## src/rtl/mul_operand_issuer.sv

```systemverilog
// Operand-issue stage for buffered_mul: queues {a,b} pairs and keeps exactly one multiply in flight.
// Optional CONST_TIME_EN: results are released a fixed FIXED_GAP cycles after issue.
module mul_operand_issuer #(
    parameter int unsigned WIDTH     = 4,
    parameter int unsigned DEPTH     = 4,
    parameter int unsigned FIXED_GAP = 8
) (
    input  logic                       clk,
    input  logic                       rst,
    input  logic                       in_valid,
    output logic                       in_ready,
    input  logic [WIDTH-1:0]           in_a,
    input  logic [WIDTH-1:0]           in_b,
    output logic                       iss_valid,
    output logic [WIDTH-1:0]           iss_a,
    output logic [WIDTH-1:0]           iss_b,
    input  logic                       done_valid,
    input  logic [2*WIDTH-1:0]         done_result,
    output logic                       res_valid,
    output logic [2*WIDTH-1:0]         res_data,
    output logic [$clog2(DEPTH):0]     fifo_count,
    output logic                       err_spurious
`ifdef CONST_TIME_EN
    ,
    output logic                       err_late
`endif
);

    localparam int unsigned AW = $clog2(DEPTH);
    localparam int unsigned CW = AW + 1;
    localparam int unsigned RW = 2 * WIDTH;
    localparam int unsigned GW = $clog2(FIXED_GAP + 1);

    typedef enum logic [1:0] {
        S_IDLE,
        S_ISSUE,
        S_WAIT
    } state_t;

    if (DEPTH < 2 || (DEPTH & (DEPTH - 1)) != 0 || FIXED_GAP < 2) begin : g_bad_param
        $error("mul_operand_issuer: DEPTH must be a power of two >= 2 and FIXED_GAP >= 2");
    end

    state_t           state;
    logic [AW-1:0]    wr_ptr;
    logic [AW-1:0]    rd_ptr;
    logic [WIDTH-1:0] mem_a [DEPTH];
    logic [WIDTH-1:0] mem_b [DEPTH];
    logic             push;
    logic             pop;

`ifdef CONST_TIME_EN
    logic [GW-1:0]    gap_cnt;
    logic             got_done;
    logic [RW-1:0]    cap_result;
`endif

    // Full blocks a push even when a pop happens in the same cycle.
    assign in_ready = (fifo_count < CW'(DEPTH));
    assign push     = in_valid && in_ready;
    assign pop      = (state == S_IDLE) && (fifo_count != '0);

    // Operand storage; entries are dropped logically on reset via the pointers.
    always_ff @(posedge clk) begin
        if (push) begin
            mem_a[wr_ptr] <= in_a;
            mem_b[wr_ptr] <= in_b;
        end
    end

    always_ff @(posedge clk) begin
        if (!rst) begin
            state        <= S_IDLE;
            wr_ptr       <= '0;
            rd_ptr       <= '0;
            fifo_count   <= '0;
            iss_valid    <= 1'b0;
            iss_a        <= '0;
            iss_b        <= '0;
            res_valid    <= 1'b0;
            res_data     <= '0;
            err_spurious <= 1'b0;
`ifdef CONST_TIME_EN
            err_late     <= 1'b0;
            gap_cnt      <= '0;
            got_done     <= 1'b0;
            cap_result   <= '0;
`endif
        end else begin
            iss_valid <= 1'b0;
            res_valid <= 1'b0;

            if (push) begin
                wr_ptr <= wr_ptr + AW'(1);
            end
            if (pop) begin
                rd_ptr <= rd_ptr + AW'(1);
            end
            if (push && !pop) begin
                fifo_count <= fifo_count + CW'(1);
            end else if (pop && !push) begin
                fifo_count <= fifo_count - CW'(1);
            end

            case (state)
                S_IDLE: begin
                    if (done_valid) begin
                        err_spurious <= 1'b1;
                    end
                    if (pop) begin
                        iss_valid <= 1'b1;
                        iss_a     <= mem_a[rd_ptr];
                        iss_b     <= mem_b[rd_ptr];
                        state     <= S_ISSUE;
`ifdef CONST_TIME_EN
                        gap_cnt   <= GW'(1);
                        got_done  <= 1'b0;
`endif
                    end
                end

                S_ISSUE: begin
                    if (done_valid) begin
                        err_spurious <= 1'b1;
                    end
                    state <= S_WAIT;
`ifdef CONST_TIME_EN
                    gap_cnt <= gap_cnt + GW'(1);
`endif
                end

                S_WAIT: begin
`ifdef CONST_TIME_EN
                    // First done in the window is captured; release only at the window end.
                    gap_cnt <= gap_cnt + GW'(1);
                    if (done_valid && !got_done) begin
                        got_done   <= 1'b1;
                        cap_result <= done_result;
                    end
                    if (gap_cnt == GW'(FIXED_GAP)) begin
                        res_valid <= 1'b1;
                        state     <= S_IDLE;
                        if (got_done) begin
                            res_data <= cap_result;
                        end else if (done_valid) begin
                            res_data <= done_result;
                        end else begin
                            res_data <= '0;
                            err_late <= 1'b1;
                        end
                    end
`else
                    if (done_valid) begin
                        res_data  <= done_result;
                        res_valid <= 1'b1;
                        state     <= S_IDLE;
                    end
`endif
                end

                default: begin
                    state <= S_IDLE;
                end
            endcase
        end
    end

endmodule

```

## config.mk

```make
export PLATFORM = sky130hd
export DESIGN_NAME = mul_operand_issuer
export DESIGN_NICKNAME = d
export VERILOG_FILES = /design/src/rtl/mul_operand_issuer.sv
export SDC_FILE = /design/constraint.sdc
export NUM_CORES = 1
export LEC_CHECK = 0
export CAP_MARGIN = 20
export CORE_MARGIN = 2
export CORE_UTILIZATION = 40
export DETAILED_ROUTE_END_ITERATION = 6
export SLEW_MARGIN = 40
export SYNTH_ARGS = -nofsm -noshare
export SYNTH_HDL_FRONTEND = slang
export SYNTH_SLANG_ARGS = --single-unit
```

## constraint.sdc

```tcl
create_clock -name clk -period 3.4 [get_ports clk]
set_clock_uncertainty 0.2 [all_clocks]
set_input_delay 0.51 -clock clk [delete_from_list [all_inputs] [get_ports clk]]
set_output_delay 0.51 -clock clk [all_outputs]
set_load 0.02 [all_outputs]
```

* Yosys cells after proc, flatten, opt, wreduce, memory -nomap -nowiden
Memory sizes are Yosys's and may differ from the RTL's. A register that Yosys moved wholly into a read port is not among the register bits. Index checks and enable logic that the tools add are counted.
Storage, ports and cells: memories 2, output and inout bits 23, register bits after elaboration 20, word-level logic and storage cells 46, input port bits 20, bits in writable memories 32
Memory list:
- mem_a | words 4, width 4, rd ports 1, clocked after memory_dff 1, write ports 1, RTL line 47 | logic [WIDTH-1:0] mem_a [DEPTH];
- mem_b | words 4, width 4, rd ports 1, clocked after memory_dff 1, write ports 1, RTL line 48 | logic [WIDTH-1:0] mem_b [DEPTH];
Operators by class: add/sub/neg operators 4, equal/unequal tests 4, muxes and demuxes 9, reductions and logical operators 18, magnitude comparators 1
Operators with widths (count):
- $reduce_and A2 Y1 | 6
- $mux W3 | 2
- $pmux W2 S3 | 1
- $add A2 B1 Y2 const B | 2
- $logic_and A1 B1 Y1 | 4
- $logic_not A1 Y1 | 4
- $mux W1 | 4
- $mux W2 | 2
- $ne A2 B2 Y1 const B | 2
- $add A3 B1 Y3 const B | 1
- $lt A3 B3 Y1 const B | 1
- $reduce_bool A3 Y1 | 1
- $sub A3 B1 Y3 const B | 1
- $eq A2 B1 Y1 const B | 1
- $eq A2 B2 Y1 const B | 1
- $logic_not A2 Y1 | 1
- $reduce_bool A2 Y1 | 1
- $reduce_or A2 Y1 | 1

* Longest topological paths before layout
Gate-level depths: netlist of run 1.
word-level depth 6, gate-level depth with buffers 9, mapped depth without buffers 9

* Worst setup path before layout of run 1
No wires, ideal clock.
path type reg2reg, start point register fifo_count[2], end point register fifo_count[2], cell stages (with the launch flop) 10, path buffers 0, data required time 3.130 ns, slack 0.958 ns, arrival time 2.172 ns, library setup time 0.070 ns, period minus slack after synthesis 2.442 ns, cells stage by stage dfxtp_1 nor3_2 nor3_2 inv_1 ha_1 inv_1 fa_1 xor2_1 or3_1 a21oi_1
On the way: word-level cells in the longest chain between the ends 5, elaborated cells on any way between the ends 13, classes of those cells add/sub (2); order compare (1); mux (2); reduce/logical (8)
Ends and longest elaborated chain:
- start, declared | RTL line 21 | output logic [$clog2(DEPTH):0] fifo_count,
- start signal, assigned | RTL line 100 | fifo_count <= fifo_count + CW'(1);
- start signal, assigned | RTL line 102 | fifo_count <= fifo_count - CW'(1);
- $lt A3 B3 Y1 or $reduce_bool A3 Y1 (tied branches) | RTL line 59, 61
- $logic_and A1 B1 Y1, on equally long branches | RTL line 60, 61
- $logic_not A1 Y1, on equally long branches | RTL line 101, 99
- $logic_and A1 B1 Y1, on equally long branches | RTL line 101, 99
- $reduce_bool A2 Y1 (no source line) or $mux W3 (tied branches)
Several ways; a longest one is shown, not always the timed one. The select of a mux whose other input is x is not followed. A chain may end at the register's enable or synchronous reset.

* Worst setup path after layout of run 1
start point input in_valid, end point register fifo_count[2]
On the way: word-level cells in the longest chain between the ends 4, elaborated cells on any way between the ends 6, classes of those cells mux (1); reduce/logical (5)
Ends and longest elaborated chain:
- start, declared | RTL line 10 | input logic in_valid,
- $logic_and A1 B1 Y1 * | RTL line 60 | assign push = in_valid && in_ready;
- $logic_not A1 Y1 | RTL line 101 | end else if (pop && !push) begin
- $logic_and A1 B1 Y1 | RTL line 101
- $reduce_bool A2 Y1 (no source line)
Every way passes the cells marked *; elsewhere a longest branch is shown, timed or not.

==> results of run 1 <==
[cells in the mapped netlist (2+ instances only)]
library cell and count:
edfxtp_1 32, inv_1 6, nor3_2 2, xor2_1 2, dfxtp_1 28, buf_1 2, and2_1 4, buf_6 2
mux4_2 7, mux2i_1 11, o2bb2ai_1 8, a21oi_1 4, nor2_1 15, nand2_1 9, ha_1 5, buf_4 2
[flip-flops by register name (all words and copies together) (netlist names), 3 cells and up]
| name | count |
|---|---|
| mem_a | 16 |
| res_data | 8 |
| iss_a | 4 |
| mem_b | 16 |
| fifo_count | 3 |
| iss_b | 4 |
[report_power, final]
part           switching [uW]  total, uW  internal, uW
Sequential                123       1020           895
Clock                     255        684           429
Combinational             326        675           349
[worst max path at each step]
| stage | end | depth (start not counted) |
|---|---|---|
| 3_5_place_dp | fifo_count[2]$_SDFFE_PN0P_ | 8 |
| 2_1_floorplan | fifo_count[2]$_SDFFE_PN0P_ | 9 |
| 6_report | fifo_count[2]$_SDFFE_PN0P_ | 8 |
| 5_1_grt | fifo_count[2]$_SDFFE_PN0P_ | 9 |
| 3_3_place_gp | fifo_count[2]$_SDFFE_PN0P_ | 8 |
| 4_1_cts | fifo_count[2]$_SDFFE_PN0P_ | 9 |
[worst reg2reg max path, stage by stage (launching register included)]
cell	delay [ps]
dfxtp_1	360
nor3_2	480
nor3_2	200
inv_1	110
ha_1	180
inv_1	60
fa_1	370
xor2_1	160
or3_1	300
a21oi_1	140
[routing by layer]
| layer | GRT usage, % | vias up | wire [um] |
|---|---|---|---|
| li1 | - | 658 | - |
| met1 | 16.3 | 649 | 1700 |
| met4 | 6.61 | 0 | 47 |
| met2 | 23.4 | 22 | 2200 |
| met5 | 0 | - | 0 |
| met3 | 5.06 | 4 | 149 |
[metrics by stage]
stage,cells,worst slack [ps]
floorplan,156,958
global placement,262,525
detailed placement,262,468
CTS,278,732
global route,278,567
finish,278,775
[kinds of logic (layout without fill, tap and decap cells)]
family                   after synthesis  count (layout)  synth area share, %
multiplexers                          19              19                 12.7
flip-flops                            60              60                 65.6
AND/OR/NAND/NOR                       39              39                 9.17
AO/OA/AOI/OAI                         14              14                 4.42
adder cells (fa/ha/maj)                6               6                 3.56
buffers and inverters                 15              65                 3.45
XOR/XNOR                               3               3                 1.13
[final cells by class]
class                           count  area [um2]  share of cell area (%)
Inverter                            7        26.3                   0.878
Clock inverter                      5        75.1                    2.51
Tap cell                           72        90.1                    3.01
Clock buffer                       11         141                    4.72
Timing Repair Buffer               42         420                    14.0
Multi-Input combinational cell     81         718                    24.0
Sequential cell                    60        1520                    50.8
==> key figures, run 1 <==
Cells and area
  – Ratio of cells with drive above 1 in the final layout: 12.6%
  – Fin nets: 227
  – Antenna Cells: 0
  – Commonest non-fill, non-tap cell in the layout: clkdlybuf4s50_1
  – Design area: 0.00299 mm2
  – Final core utilization: 54.0%
  – Area growth syn-to-layout: 29.0%
  – FILL cells: 480
  – Most frequent cells in the layout: clkdlybuf4s50_1 (42), edfxtp_1 (32), dfxtp_1 (28), nor2_1 (15), mux2i_1 (11)

Critical path
  – Critical R2R Capture: fifo_count[2]$_SDFFE_PN0P_
  – Slack of the worst reg-to-reg path: 780 ps
  – WS Path Type: in -> reg
  – Critical-path maximum fanout: 7
  – Buffers plus inverters on the worst setup path: 2
  – Worst-path cell with the longest stage delay: clkdlybuf4s50_1
  – CP Launch Type: input pin
  – Critical Path Source: in_valid
  – Cell family with most CP delay: simple AND/OR/NAND/NOR gates
  – Worst Path Required: 3450 ps
  – Critical R2R Launch: fifo_count[2]$_SDFFE_PN0P_
  – Cells along the critical path: clkdlybuf4s50_1, nor2b_1, ha_1, inv_1, fa_1, xor2_1, or3_1, a21oi_1
  – Crit path arrival time: 2680 ps
  – CP peak stage delay: 450 ps
  – Worst r2r path cells: 9
  – Worst Setup End Kind: register

Synthesis
  – Most area-hungry cell type in the Yosys netlist: edfxtp_1
  – YS warnings: 0
  – Sequential area share after synthesis: 65.6%
  – Synth top area cells: edfxtp_1 (41%), dfxtp_1 (24%), mux4_2 (6.8%), mux2i_1 (4.7%), o2bb2ai_1 (3.0%)
  – Synthesized Nets: 182
  – Post-synthesis cell area: 0.00232 mm2
  – Synth top area share: 41.4%
  – Number of synthesized register bits: 60
  – Top FF cell, synth: edfxtp_1
  – Mapped Cells: 156
  – Syn_area_per_cell: 14.9 um2
  – Yosys cell types: 33
  – Number of synthesized flops with an enable pin: 32
  – Async SR Flop Fraction: 0%

Placed design
  – IO buf count: 42
  – Final HPWL from detailed placement: 2920 um
  – Placed Instance Area: 0.00278 mm2
  – Gpl congestion: 0.679

Clock tree
  – H-tree depth: 3
  – Postcts setup bufs: 0
  – Clk Latency, worst-skew pair: 320 ps
  – Clock Tree Root: clkbuf_8
  – CTS hold repair buffers: 0
  – CTS tree: done
  – Post_cts resized: 0
  – CTS clock-pin slew for the worst setup and hold paths: 70 ps
  – Inserted Clock Buffers: 9
  – Clock tree buffer depth: 2
  – CTS sink cnt: 60

GRT
  – Initial antenna violation count: 0
  – First-pass GRT wire length: 6570 um
  – Vias in the first global route: 1367
  – Largest net degree at the start of global routing: 20
  – Total track usage: 14.1%
  – Gr ovfl total: 0

Timing
  – Hold WS: 265 ps
  – Tcrit/Tclk final: 77.2%
  – Slew margin rel.: 57.7%
  – Max-slew violation count: 0
  – Setup TNS: 0 ps
  – Hold Vio Cnt, Final: 0
  – Final Setup Violations: 0
  – Max Clk Rate: 0.381 GHz
  – RSZ-0062 raised after global routing: no
  – Worst-Margin Slew: 634 ps
  – Crit path time final: 2620 ps

Drt
  – Residual DRC: 0
  – 1st-iter DRT viols: 38
  – Final wirelength: 4100 um
  – DR pass1 iterations: 4
  – WL/cell: 14.8 um
  – Remaining antenna violation count after routing: 0
  – Vias/cell: 4.79
  – Vias: 1333

Floorplan
  – Core area: 0.00554 mm2
  – Die area: 0.00642 mm2
  – Row cnt: 27
  – Initial Utilization: 41.9%
  – Ports: 43
  – Die Ht: 80.2 um
  – Die extent in x: 80.2 um

Hold path
  – Hold Path Cell Cnt: 2
  – HP Start: iss_b[2]$_SDFFE_PN0P_
  – Worst hold endpoint: iss_b[2]$_SDFFE_PN0P_
  – HP Class: reg -> reg

Power
  – Pwr/cell area: 794 mW/mm2
  – Pwr Total: 2380 uW
  – VDD IR max: 0.000413 V
  – Leakage: 0.00110 uW

Status
  – Status: completed

Run
  – MaxCap Viol Count: 0
(Power assumes the default switching activity.)
==> run 2: changes to the inputs <==
==> constraint.sdc (replaced) <==
create_clock -name clk -period 2.63 [get_ports clk]
set_clock_uncertainty 0.2 [all_clocks]
set_input_delay 0.3945 -clock clk [delete_from_list [all_inputs] [get_ports clk]]
set_output_delay 0.3945 -clock clk [all_outputs]
set_load 0.02 [all_outputs]
==> key figures, run 2 (synthesized netlist as in run 1, its figures left out) <==
Timing
  – Crit path time final: 2270 ps
  – Final Setup Violations: 0 (unchanged)
  – Max-slew violation count: 0 (unchanged)
  – Max Clk Rate: 0.441 GHz
  – Worst-Margin Slew: 611 ps (-23.3 ps)
  – Tcrit/Tclk final: 86.3%
  – Slew margin rel.: 59.2% (+1.6 points)
  – RSZ-0062 raised after global routing: no
  – Setup TNS: 0 ps (unchanged)
  – Hold Vio Cnt, Final: 0 (unchanged)

GRT
  – Largest net degree at the start of global routing: 20 (unchanged)
  – Total track usage: 13.9% (-0.23 points)
  – Initial antenna violation count: 0 (unchanged)
  – Vias in the first global route: 1362 (-0.37%)
  – Gr ovfl total: 0 (unchanged)
  – First-pass GRT wire length: 6490 um (-1.2%)

Cells and area
  – Non-filler cells, final: 283 (+1.8%)
  – Design area: 0.00297 mm2 (-0.63%)
  – FILL cells: 466 (-2.9%)
  – Commonest non-fill, non-tap cell in the layout: clkdlybuf4s50_1
  – Fin nets: 232 (+2.2%)
  – Most frequent cells in the layout: clkdlybuf4s50_1 (42), edfxtp_1 (32), dfxtp_1 (28), nor2_1 (15), mux2i_1 (11)
  – Antenna Cells: 0 (unchanged)
  – Ratio of cells with drive above 1 in the final layout: 12.3% (-0.30 points)
  – Largest regs: mem_a (16), mem_b (16), res_data (8)
  – Area growth syn-to-layout: 28.2%

Placed design
  – Inst Count DP: 267 (+1.9%)
  – IO buf count: 42 (unchanged)
  – Gpl congestion: 0.693 (+2.0%)
  – Placed Instance Area: 0.00281 mm2 (+1.4%)
  – Final HPWL from detailed placement: 2930 um (+0.17%)

Clock tree
  – Clk Latency, worst-skew pair: 320 ps (about the same)
  – Inserted Clock Buffers: 9 (unchanged)
  – Postcts setup bufs: 0 (unchanged)
  – CTS clock-pin slew for the worst setup and hold paths: 60 ps (about the same)
  – CTS tree: done
  – H-tree depth: 3 (unchanged)
  – Post_cts resized: 0 (unchanged)
  – CTS hold repair buffers: 0 (unchanged)
  – Clock tree buffer depth: 2 (unchanged)
  – Clock Tree Root: clkbuf_8
  – CTS sink cnt: 60 (unchanged)

Run
  – MaxCap Viol Count: 0 (unchanged)

Drt
  – 1st-iter DRT viols: 25 (-34%)
  – Remaining antenna violation count after routing: 0 (unchanged)
  – Residual DRC: 0 (unchanged)
  – DR pass1 iterations: 4 (unchanged)
  – Vias: 1381 (+3.6%)
  – Vias/cell: 4.88 (+1.8%)
  – WL/cell: 14.5 um (-1.4%)
  – Final wirelength: 4120 um (+0.34%)

Floorplan
  – Die area: 0.00642 mm2 (unchanged)
  – Ports: 43 (unchanged)
  – Row cnt: 27 (unchanged)
  – Die Ht: 80.2 um (unchanged)
  – Core area: 0.00554 mm2 (unchanged)
  – Initial Utilization: 41.9% (unchanged)
  – Die extent in x: 80.2 um (unchanged)

Critical path
  – Critical-path maximum fanout: 6 (-1)
  – Critical Path Source: fifo_count[2]$_SDFFE_PN0P_
  – Critical R2R Launch: fifo_count[2]$_SDFFE_PN0P_
  – Buffers plus inverters on the worst setup path: 2 (unchanged)
  – Worst Path Required: 2680 ps (-770 ps)
  – CP Launch Type: register
  – Cell family with most CP delay: simple AND/OR/NAND/NOR gates
  – Worst-path cell with the longest stage delay: fa_1
  – Crit path arrival time: 2320 ps (-360 ps)
  – Cells along the critical path: nor3_2, nor3_2, inv_1, ha_1, inv_1, fa_1, xor2_1, or3_1, a21oi_1
  – WS Path Type: reg -> reg
  – CP peak stage delay: 370 ps (-80 ps)
  – Worst Setup End Kind: register

Power
  – Pwr/cell area: 983 mW/mm2 (+24%)
  – VDD IR max: 0.000422 V (+2.2%)
  – Pwr Total: 2920 uW (+23%)
  – Leakage: 0.00109 uW (-0.84%)

Status
  – Status: completed

Hold path
  – HP Start: iss_a[2]$_SDFFE_PN0P_
  – HP Class: reg -> reg
[run 2: changes by cell type in the layout (fill, tap and decap cells not counted)]
cell | before | now
buf_4 | 0 | 5
clkinv_2 | 3 | 0
bufinv_16 | 2 | 0
clkbuf_1 | 1 | 6
[run 2: metrics by stage]
stage               hold slack, ps  setup slack (ps)  util [%]
floorplan                      293               188         -
global placement               246               157      50.8
detailed placement             254              84.8      50.8
CTS                            263               334      53.7
global route                   288               243      53.7
finish                         258               361      53.7
[run 2: cell type report]
type | count | area [um2] | share of cell area, %
sequential | 60 | 1520 | 51.2
tap | 72 | 90.1 | 3.03
multi-input combinational | 81 | 718 | 24.1
inverter | 7 | 26.3 | 0.883
clock buffer | 16 | 160 | 5.38
timing repair buffer | 47 | 458 | 15.4
[run 2: routing by layer]
layer / share of wire, % / vias to the layer above / wire, um / GRT usage, %
met1: 45 / 683 / 1850 / 17.0
li1: - / 672 / - / -
met4: 0.46 / 0 / 19 / 6.10
met3: 3.6 / 2 / 148 / 4.72
met2: 51 / 24 / 2100 / 22.3
met5: 0 / - / 0 / 0
[run 2: path summary, 6_finish.rpt]
path	endpoint	slack [ps]	depth (start not counted)
setup / recovery	fifo_count[2]$_SDFFE_PN0P_	360	9
hold / removal	iss_a[2]$_SDFFE_PN0P_	260	2
setup reg to reg	fifo_count[2]$_SDFFE_PN0P_	360	9
hold reg to reg	iss_a[2]$_SDFFE_PN0P_	260	2
[run 2: power by group]
group	leakage, uW	switching, uW	internal, uW
combinational	0.000488	441	487
sequential	0.000522	148	1160
clock	0.0000790	319	371
[run 2: worst register-to-register path: cells and delay by family (launching register included)]
kind	cells	cell delay (ps)
DFF	1	350
adders and majority gates	2	550
and+or+nand+nor	3	670
xor gates and xnor gates	1	160
AOI/OAI and AO/OA	1	140
buffers and inverters	2	140
==> run 3: changes to the inputs <==
--- a/config.mk
+++ b/config.mk
@@ -5,6 +5,7 @@
 export SDC_FILE = /design/constraint.sdc
 export NUM_CORES = 1
 export LEC_CHECK = 0
+export ABC_AREA = 1
 export CAP_MARGIN = 20
 export CORE_MARGIN = 2
 export CORE_UTILIZATION = 40
==> key figures, run 3 <==
Clock tree
  – CTS tree: done
  – Clock tree buffer depth: 2 (unchanged)
  – Post_cts resized: 0 (unchanged)
  – CTS clock-pin slew for the worst setup and hold paths: 70 ps (about the same)
  – Clk Latency, worst-skew pair: 340 ps (+20 ps)
  – H-tree depth: 3 (unchanged)
  – Inserted Clock Buffers: 9 (unchanged)
  – CTS hold repair buffers: 0 (unchanged)
  – Clock Tree Root: clkbuf_8
  – CTS sink cnt: 60 (unchanged)
  – Postcts setup bufs: 0 (unchanged)

Synthesis
  – Synthesized Nets: 312 (+71%)
  – Top FF cell, synth: edfxtp_1
  – Mapped Cells: 286 (+83%)
  – Yosys cell types: 22 (-33%)
  – Number of synthesized flops with an enable pin: 32 (unchanged)
  – Async SR Flop Fraction: 0% (unchanged)
  – Most frequent cell after synthesis: nand2_1
  – Synth top area cells: edfxtp_1 (38%), dfxtp_1 (22%), nand2_1 (9.5%), inv_1 (7.8%), nor2_1 (6.7%)
  – Sequential area share after synthesis: 59.4% (-6.2 points)
  – YS warnings: 0 (unchanged)
  – Most area-hungry cell type in the Yosys netlist: edfxtp_1
  – Number of synthesized register bits: 60 (unchanged)
  – Synth top area share: 37.5% (-3.9 points)
  – Synth cell count leaders: nand2_1 (65), inv_1 (53), nor2_1 (46), edfxtp_1 (32), dfxtp_1 (28)
  – Post-synthesis cell area: 0.00256 mm2 (+10%)
  – Syn_area_per_cell: 8.96 um2 (-40%)

Cells and area
  – Ratio of cells with drive above 1 in the final layout: 9.04% (-3.3 points)
  – Commonest non-fill, non-tap cell in the layout: nand2_1
  – Fin nets: 364 (+57%)
  – FILL cells: 621 (+33%)
  – Antenna Cells: 0 (unchanged)
  – Final core utilization: 52.0% (-1.7 points)
  – Most frequent cells in the layout: nand2_1 (65), inv_1 (53), nor2_1 (46), clkdlybuf4s50_1 (42), edfxtp_1 (32)
  – Area of the multi-input gates: 748 um2 (+4.2%)
  – Reg area: 0.00152 mm2 (unchanged)
  – Area growth syn-to-layout: 27.3%
  – Largest regs: mem_a (16), mem_b (16), res_data (8)
  – Design area: 0.00326 mm2 (+9.7%)

Floorplan
  – Die extent in x: 84.0 um (+4.8%)
  – Die Ht: 84.0 um (+4.8%)
  – Ports: 43 (unchanged)
  – Initial Utilization: 40.8% (-1.0 points)
  – Die area: 0.00706 mm2 (+9.9%)
  – Row cnt: 29 (+7.4%)
  – Core area: 0.00628 mm2 (+13%)

Placed design
  – IO buf count: 42 (unchanged)
  – Final HPWL from detailed placement: 3230 um (+10%)
  – Gpl congestion: 0.763 (+10%)
  – Placed Instance Area: 0.00306 mm2 (+8.6%)

GRT
  – First-pass GRT wire length: 7780 um (+20%)
  – Gr ovfl total: 0 (unchanged)
  – Initial antenna violation count: 0 (unchanged)
  – Total track usage: 14.3% (+0.43 points)
  – Vias in the first global route: 1581 (+16%)
  – Largest net degree at the start of global routing: 21 (+5.0%)

Power
  – Leakage: 0.00147 uW (+35%)
  – VDD IR max: 0.000546 V (+29%)
  – Pwr/cell area: 1010 mW/mm2 (+2.6%)

Drt
  – 1st-iter DRT viols: 52 (+110%)
  – Remaining antenna violation count after routing: 0 (unchanged)
  – Residual DRC: 0 (unchanged)
  – Vias/cell: 4.15 (-15%)
  – DR pass1 iterations: 4 (unchanged)
  – Vias: 1744 (+26%)
  – Final wirelength: 4690 um (+14%)
  – WL/cell: 11.2 um (-23%)

Timing
  – Hold Vio Cnt, Final: 0 (unchanged)
  – Tcrit/Tclk final: 76.6% (-9.7 points)
  – Max Clk Rate: 0.496 GHz (+13%)
  – Final Setup Violations: 0 (unchanged)
  – Worst-Margin Slew: 789 ps (+178 ps)
  – Crit path time final: 2010 ps (-254 ps)
  – Max-slew violation count: 0 (unchanged)
  – Slew margin rel.: 47.4% (-12 points)
  – RSZ-0062 raised after global routing: no
  – Setup TNS: 0 ps (unchanged)

Critical path
  – Worst Path Required: 2040 ps (-640 ps)
  – WS Path Type: reg -> out
  – Worst r2r path cells: 12 (+3)
  – Cell family with most CP delay: buffers and inverters
  – Worst Setup EP: fifo_count[1]
  – Worst-path cell with the longest stage delay: clkdlybuf4s50_1
  – CP peak stage delay: 650 ps (+280 ps)
  – CP Launch Type: register
  – Critical Path Source: fifo_count[1]$_SDFFE_PN0P_
  – Critical-path maximum fanout: 4 (-2)
  – WP depth: 1 (-8)
  – Crit path arrival time: 1420 ps (-900 ps)
  – Cells along the critical path: clkdlybuf4s50_1
  – Slack of the worst reg-to-reg path: 740 ps (+380 ps)
  – Worst Setup End Kind: output pin
  – Critical R2R Launch: fifo_count[0]$_SDFFE_PN0P_
  – Critical R2R Capture: fifo_count[2]$_SDFFE_PN0P_
  – Buffers plus inverters on the worst setup path: 1 (-1)

Run
  – MaxCap Viol Count: 0 (unchanged)

Status
  – Status: completed

Hold path
  – HP Class: reg -> reg
## run 3: worst min-delay path by stage
| stage | from | endpoint | slack, ps | cells past startpoint |
|---|---|---|---|---|
| final | err_spurious$_SDFFE_PN0P_ | err_spurious$_SDFFE_PN0P_ | 270 | 2 |
| after global routing | err_spurious$_SDFFE_PN0P_ | err_spurious$_SDFFE_PN0P_ | 300 | 2 |
| after CTS | err_spurious$_SDFFE_PN0P_ | err_spurious$_SDFFE_PN0P_ | 280 | 2 |
| after detailed placement | err_spurious$_SDFFE_PN0P_ | err_spurious$_SDFFE_PN0P_ | 270 | 2 |
| after global placement | err_spurious$_SDFFE_PN0P_ | err_spurious$_SDFFE_PN0P_ | 260 | 2 |
| after floorplan | wr_ptr[1]$_SDFFE_PN0P_ | wr_ptr[1]$_SDFFE_PN0P_ | 290 | 2 |
## run 3: worst register-to-register path, stage by stage (launching register included)
cell     delay, ps
dfxtp_1        360
nor2_1         120
nand2_1        100
nand2_2         80
ha_1           160
inv_1           60
fa_1           380
inv_1           60
nand2_1         40
nand3_1         80
nand2_1         50
nand2_1         50
nor2_1          40
## run 3: cell type report
type,count,area share [%]
flip-flops and latches,60,46.6
multi-input cells,162,22.9
repair buffers,49,14.5
inverters,56,6.67
clock buffers,10,3.91
well taps,77,2.95
clock inverters,6,2.42
## run 3: kinds of logic (layout without fill, tap and decap cells)
family                     Yosys count  after routing  synth area share [%]
adders and majority gates            6              6                  3.22
DFF                                 60             60                  59.4
xor gates and xnor gates             1              1                 0.342
buffers and inverters               64            121                  11.4
AOI/OAI and AO/OA                   16             16                  3.12
and+or+nand+nor                    139            139                  22.5
## run 3: through the flow
step           cells  hold slack [ps]  setup WS (ps)  total power [uW]
2_1_floorplan    286              290            482              2110
3_3_place_gp     404              257            446              2420
3_5_place_dp     404              271            410              2440
4_1_cts          420              285            600              3330
5_1_grt          420              300            546              3530
6_report         420              274            615              3290
## run 3: metal layers
layer | vias up | track usage, % | routed length, um
li1 | 974 | - | -
met1 | 733 | 19.8 | 2310
met2 | 29 | 20.2 | 2100
met3 | 8 | 5.14 | 182
met4 | 0 | 6.16 | 97
met5 | - | 0 | 0
## run 3: report_power, final
part	leakage [uW]	total (uW)	switching, uW	internal, uW
combinational	0.000840	1110	642	466
sequential	0.000523	1300	136	1160
clock	0.000107	885	360	525
total	0.00147	3290	1140	2150
